[config.mk]
export PLATFORM = sky130hd
export DESIGN_NAME = alu_pipe
export DESIGN_NICKNAME = d
export VERILOG_FILES = /design/src/rtl/alu_pkg.sv /design/src/rtl/alu_core.sv /design/src/rtl/alu_pipe.sv
export SDC_FILE = /design/constraint.sdc
export NUM_CORES = 1
export LEC_CHECK = 0
export ABC_AREA = 0
export CORE_MARGIN = 4
export CORE_UTILIZATION = 60
export DETAILED_ROUTE_END_ITERATION = 16
export DONT_BUFFER_PORTS = 1
export GPL_TIMING_DRIVEN = 0
export PLACE_DENSITY = 0.76
export SETUP_SLACK_MARGIN = 0.2
export SLEW_MARGIN = 20
export SYNTH_ARGS = -nofsm -noshare
export SYNTH_HDL_FRONTEND = slang
export SYNTH_SLANG_ARGS = --single-unit
[constraint.sdc]
create_clock -name clock -period 8 [get_ports clock]
set_input_delay 1.6 -clock clock [delete_from_list [all_inputs] [get_ports clock]]
set_output_delay 1.6 -clock clock [all_outputs]
set_load 0.005 [all_outputs]
[src/rtl/alu_pkg.sv]
`default_nettype none
// ============================================================================
// Module   : alu_pkg
// Purpose  : Shared RV32I ALU encodings (funct3 / funct7[5]) and the status
//            flag bundle carried alongside every ALU result.
// Config   : flag bundle is only used when ALU_FLAGS_EN is defined
// Revision : 1.0 - initial release
// ============================================================================
package alu_pkg;

  // funct3 operation select, RV32I OP encoding
  localparam logic [2:0] ALU_F3_ADD  = 3'd0;  // ADD / SUB
  localparam logic [2:0] ALU_F3_SLL  = 3'd1;
  localparam logic [2:0] ALU_F3_SLT  = 3'd2;
  localparam logic [2:0] ALU_F3_SLTU = 3'd3;
  localparam logic [2:0] ALU_F3_XOR  = 3'd4;
  localparam logic [2:0] ALU_F3_SRL  = 3'd5;  // SRL / SRA
  localparam logic [2:0] ALU_F3_OR   = 3'd6;
  localparam logic [2:0] ALU_F3_AND  = 3'd7;

  // funct7[5]: selects the alternate form (SUB, SRA) of ADD and SRL
  localparam logic ALU_F7_BASE = 1'b0;
  localparam logic ALU_F7_ALT  = 1'b1;

  // Status flags that travel with a result through the pipe
  typedef struct packed {
    logic zero;
    logic carry;
    logic overflow;
  } alu_result_t;

endpackage
`default_nettype wire

[src/rtl/alu_core.sv]
`default_nettype none
// ============================================================================
// Module   : alu_core
// Purpose  : Purely combinational RV32I register-register ALU: op decode and
//            compute, plus zero/carry/overflow status.
// Config   : ALU_FLAGS_EN adds the flags output
// Revision : 1.0 - initial release
// ============================================================================
module alu_core
  import alu_pkg::*;
#(
  parameter int XLEN = 32
) (
  input  logic [2:0]      funct3,
  input  logic            funct7_5,
  input  logic [XLEN-1:0] rs1,
  input  logic [XLEN-1:0] rs2,
  output logic [XLEN-1:0] result
`ifdef ALU_FLAGS_EN
  ,
  output alu_result_t     flags
`endif
);

  localparam int SHW = $clog2(XLEN);

  logic            w_sub;
  logic [XLEN-1:0] w_b;
  logic [XLEN:0]   w_sum;
  logic [SHW-1:0]  w_shamt;
  logic            w_slt;
  logic            w_sltu;

  // SUB reuses the adder as rs1 + ~rs2 + 1 so carry-out is the no-borrow bit
  assign w_sub   = (funct3 == ALU_F3_ADD) && (funct7_5 == ALU_F7_ALT);
  assign w_b     = w_sub ? ~rs2 : rs2;
  assign w_sum   = {1'b0, rs1} + {1'b0, w_b} + {{XLEN{1'b0}}, w_sub};
  assign w_shamt = rs2[SHW-1:0];
  assign w_slt   = $signed(rs1) < $signed(rs2);
  assign w_sltu  = rs1 < rs2;

  // Result multiplexer on funct3
  always_comb begin
    result = '0;
    case (funct3)
      ALU_F3_ADD:  result = w_sum[XLEN-1:0];
      ALU_F3_SLL:  result = rs1 << w_shamt;
      ALU_F3_SLT:  result = {{(XLEN-1){1'b0}}, w_slt};
      ALU_F3_SLTU: result = {{(XLEN-1){1'b0}}, w_sltu};
      ALU_F3_XOR:  result = rs1 ^ rs2;
      ALU_F3_SRL:  result = (funct7_5 == ALU_F7_ALT) ? $unsigned($signed(rs1) >>> w_shamt)
                                                      : (rs1 >> w_shamt);
      ALU_F3_OR:   result = rs1 | rs2;
      ALU_F3_AND:  result = rs1 & rs2;
      default:     result = '0;
    endcase
  end

`ifdef ALU_FLAGS_EN
  // Carry/overflow only meaningful for ADD/SUB; zero covers every op
  always_comb begin
    flags          = '0;
    flags.zero     = (result == '0);
    if (funct3 == ALU_F3_ADD) begin
      flags.carry    = w_sum[XLEN];
      flags.overflow = (rs1[XLEN-1] == w_b[XLEN-1]) && (w_sum[XLEN-1] != rs1[XLEN-1]);
    end
  end
`else
  logic w_unused_carry;
  assign w_unused_carry = w_sum[XLEN];
`endif

endmodule
`default_nettype wire

[src/rtl/alu_pipe.sv]
`default_nettype none
// ============================================================================
// Module   : alu_pipe
// Purpose  : STAGES-deep pipelined RV32I ALU with valid/ready on both sides
//            and a global enable that freezes the whole pipe.
// Config   : ALU_FLAGS_EN adds registered flag_zero/carry/overflow outputs
// Revision : 1.0 - initial release
// ============================================================================
module alu_pipe
  import alu_pkg::*;
#(
  parameter int XLEN   = 32,
  parameter int STAGES = 2
) (
  input  logic            clock,
  input  logic            reset,
  input  logic            enable,
  input  logic            in_valid,
  output logic            in_ready,
  input  logic [2:0]      funct3,
  input  logic            funct7_5,
  input  logic [XLEN-1:0] register_data_1,
  input  logic [XLEN-1:0] register_data_2,
  output logic            out_valid,
  input  logic            out_ready,
  output logic [XLEN-1:0] register_data_out
`ifdef ALU_FLAGS_EN
  ,
  output logic            flag_zero,
  output logic            flag_carry,
  output logic            flag_overflow
`endif
);

  logic [XLEN-1:0] w_result;
  logic            w_advance;
  logic            r_valid [STAGES];
  logic [XLEN-1:0] r_data  [STAGES];
`ifdef ALU_FLAGS_EN
  alu_result_t     w_flags;
  alu_result_t     r_flags [STAGES];
`endif

  alu_core #(
    .XLEN (XLEN)
  ) u_core (
    .funct3   (funct3),
    .funct7_5 (funct7_5),
    .rs1      (register_data_1),
    .rs2      (register_data_2),
    .result   (w_result)
`ifdef ALU_FLAGS_EN
    ,
    .flags    (w_flags)
`endif
  );

  // Whole pipe moves as one; bubbles are not collapsed under a stalled output
  assign w_advance = enable && !reset && (!r_valid[STAGES-1] || out_ready);
  assign in_ready  = w_advance;

  // Stage registers: clear on reset, shift on advance, otherwise hold
  always_ff @(posedge clock) begin
    if (reset) begin
      for (int i = 0; i < STAGES; i++) begin
        r_valid[i] <= 1'b0;
        r_data[i]  <= '0;
`ifdef ALU_FLAGS_EN
        r_flags[i] <= '0;
`endif
      end
    end else if (w_advance) begin
      r_valid[0] <= in_valid;
      r_data[0]  <= w_result;
`ifdef ALU_FLAGS_EN
      r_flags[0] <= w_flags;
`endif
      for (int i = 1; i < STAGES; i++) begin
        r_valid[i] <= r_valid[i-1];
        r_data[i]  <= r_data[i-1];
`ifdef ALU_FLAGS_EN
        r_flags[i] <= r_flags[i-1];
`endif
      end
    end
  end

  assign out_valid         = r_valid[STAGES-1];
  assign register_data_out = r_data[STAGES-1];
`ifdef ALU_FLAGS_EN
  assign flag_zero         = r_flags[STAGES-1].zero;
  assign flag_carry        = r_flags[STAGES-1].carry;
  assign flag_overflow     = r_flags[STAGES-1].overflow;
`endif

endmodule
`default_nettype wire

==> results.py <==
metrics = {
    "outcome": {
        "status": "completed",
    },
    "clock_network": {
        "post_cts_buffers": 0,
        "path_clk_slew_ns": 0.05,
        "cts_buffers": 9,
        "cts_tree": "done",
        "cts.path.max_buffers": 2,
        "h-tree-depth": 3,
        "cts_root_buf": "clkbuf_16",
        "cts_resized": 0,
        "clock-sinks": 66,
        "clock_latency_ns": 0.32,
        "ctsHoldBuffers": 0,
    },
    "route": {
        "drtIter0Drc": 1907,
        "totalWireLength_mm": 46.01,
        "avgViaCountPerCell": 7.212,
        "vias": 11553,
        "firstDrtPassIters": 6,
        "wl_per_cell_um": 28.72,
        "ant_nets": 0,
        "drc": 0,
    },
    "finish": {
        "nNetsFinal": 1568,
        "nFillCells": 1527,
        "final_util_pct": 64.83,
        "final_cell_mix": "127 x ha_1, 120 x nor2_1, 119 x nand2_1",
        "final_common_cell": "ha_1",
        "area_growth_pct": 5.765,
        "drive_gt1_share_pct": 9.184,
    },
    "logic_synthesis": {
        "yosysSeqAreaShare_pct": 17.94,
        "netlist_area_um2": 11050,
        "synth_area_leaders": "edfxtp_1 18%, ha_1 14%, mux4_2 7.5%, mux2i_1 5.9%, a21oi_1 4.4%",
        "synth_cell_types": 78,
        "async_flop_share_pct": 0,
        "synth_seq_cells": 66,
        "synthesis.nets": 1556,
        "synth.top_cell.area_share_pct": 17.94,
        "yosys.area.top_type": "edfxtp_1",
        "syn_inst": 1355,
        "synth.avg_cell_area_um2": 8.154,
        "ys.flop_type": "edfxtp_1",
        "synth_enable_flop_cells": 66,
        "yosysWarnings": 0,
    },
    "global_routing": {
        "grt_pass1_vias": 11020,
        "gr-total-overflow": 0,
        "antenna_found_initial": 2,
        "grt_start_max_net_pins": 50,
        "grt_pass1_wl_mm": 67.80,
        "grt_use_total_pct": 44.00,
    },
    "sta": {
        "finalCriticalPeriod_ns": 6.635,
        "drv_slew": 0,
        "rsz0062_at_grt": "no",
        "hold_violations": 0,
        "finClkSkew_ns": 0.004633,
        "setup_tns_ns": 0,
        "tightest_slew_ns": 0.9503,
        "relSlewSlack_pct": 36.35,
        "fmax_mhz": 150.7,
        "fin_crit_sh_pct": 82.94,
        "setup_violations": 0,
        "holdWs_ns": 0.5126,
    },
    "power_and_ir_drop": {
        "report.power.total_uw": 1562,
        "ir_drop_mv": 0.2605,
        "seqPwrFrac_pct": 26.8,
        "internal-power_uw": 940.1,
        "clkPwrFrac_pct": 26.2,
        "power.leakage_uw": 0.005053,
        "p_switching_uw": 621.4,
        "switching_share_pct": 39.79,
        "power_density_nw_per_um2": 133.6,
        "pwr-share-comb_pct": 47.0,
    },
    "placed_design": {
        "gp_congestion": 1.185,
        "dp_hpwl_mm": 36.49,
        "port_buffers": 0,
    },
    "floorplanning": {
        "io_pins": 107,
        "start_util_pct": 61.29,
        "core-area_um2": 18020,
        "rows": 49,
        "die_y_um": 143.7,
        "die_area_um2": 20650,
        "die_w_um": 143.7,
    },
    "setup_path": {
        "crit_type": "in2reg",
        "cp_max_fo": 10,
        "critical_path.endpoint_type": "flop",
        "cp.arrival_ns": 6.64,
        "cp-start-kind": "input pin",
        "crit_required_ns": 8.00,
    },
    "job": {
        "cap_violations": 0,
    },
    "hold_path": {
        "min_path_type": "reg2reg",
    },
}
## per-stage QoR
step | setup slack (ns) | instances | instance area (um2)
global route | 1.268 | 1601 | 11680
floorplan | 2.681 | 1355 | 11050
CTS | 1.699 | 1601 | 11680
finish | 1.365 | 1602 | 11690
global placement | 1.362 | 1584 | 11330
detailed placement | 1.349 | 1585 | 11360
## per-layer routing
metal  GRT usage [%]  share of wire (%)
met1           55.99                 36
met2           65.15                 41
met3           16.01                 16
met4           23.74                7.5
met5               0              0.028
## cell usage after synthesis (12+ instances only)
library cell / number
a21oi_1: 98
clkbuf_1: 60
buf_4: 32
xnor2_1: 46
edfxtp_1: 66
inv_1: 100
ha_1: 127
a22o_1: 24
nor2b_1: 12
a21o_1: 12
mux2i_1: 65
a211oi_1: 31
mux4_2: 37
and2_1: 38
o21ai_0: 92
and3_1: 14
buf_1: 14
nor3_1: 19
nor2_1: 120
nand3_1: 20
nand2_1: 119
buf_2: 18
o211ai_1: 14
a221oi_1: 16
## sequential cells by signal, indices dropped and copies added, names as in the netlist
signal   flops
r_data      64
r_valid      2
## final timing paths
| check | endpoint | depth (start not counted) | start | slack, ns |
|---|---|---|---|---|
| setup / recovery | r_data[0][20] | 15 | register_data_2[1] | 1.36 |
| hold / removal | r_data[0][32] | 1 | r_data[0][0] | 0.51 |
| setup reg to reg | r_data[0][3] | 7 | r_valid[0][1] | 5.26 |
| hold reg to reg | r_data[0][32] | 1 | r_data[0][0] | 0.51 |
## power by group through the flow
stage / clock [uW] / sequential, uW / combinational [uW]
5_1_grt: 429 / 420 / 768
3_5_place_dp: 0 / 425 / 689
3_3_place_gp: 0 / 425 / 682
2_1_floorplan: 0 / 423 / 473
6_report: 410 / 418 / 734
4_1_cts: 412 / 418 / 691
## critical path, cell delays in order
cell and delay (ns):
clkbuf_1 0.54, clkbuf_1 0.59, buf_1 0.59, xnor2_1 0.22
inv_1 0.08, fa_1 0.41, nor2b_1 0.16, o211ai_1 0.12
a21oi_1 0.55, a311o_1 0.43, a41oi_1 0.24, a221oi_1 0.30
a21oi_1 0.12, xor2_1 0.39, a21boi_0 0.26
## cell families after synthesis
family / Yosys count / synth area share (%)
AO/OA/AOI/OAI: 394 / 24.22
flip-flops: 66 / 17.94
XOR/XNOR: 56 / 4.439
AND/OR/NAND/NOR: 376 / 15.86
multiplexers: 107 / 13.94
adder cells (fa/ha/maj): 128 / 14.56
buffers and inverters: 228 / 9.037
## cell type report
cell class	instances	area, um2	area share (%)
multi-input combinational	1061	8075	69.11
timing repair buffer	1	20.02	0.1713
tap	229	286.5	2.452
buffer	124	608.1	5.204
clock buffer	10	229.0	1.960
antenna	1	2.502	0.02142
sequential	66	1982	16.96
clock inverter	6	91.34	0.7817
inverter	104	390.4	3.341
No activity file was read; power rests on OpenSTA's default activity.
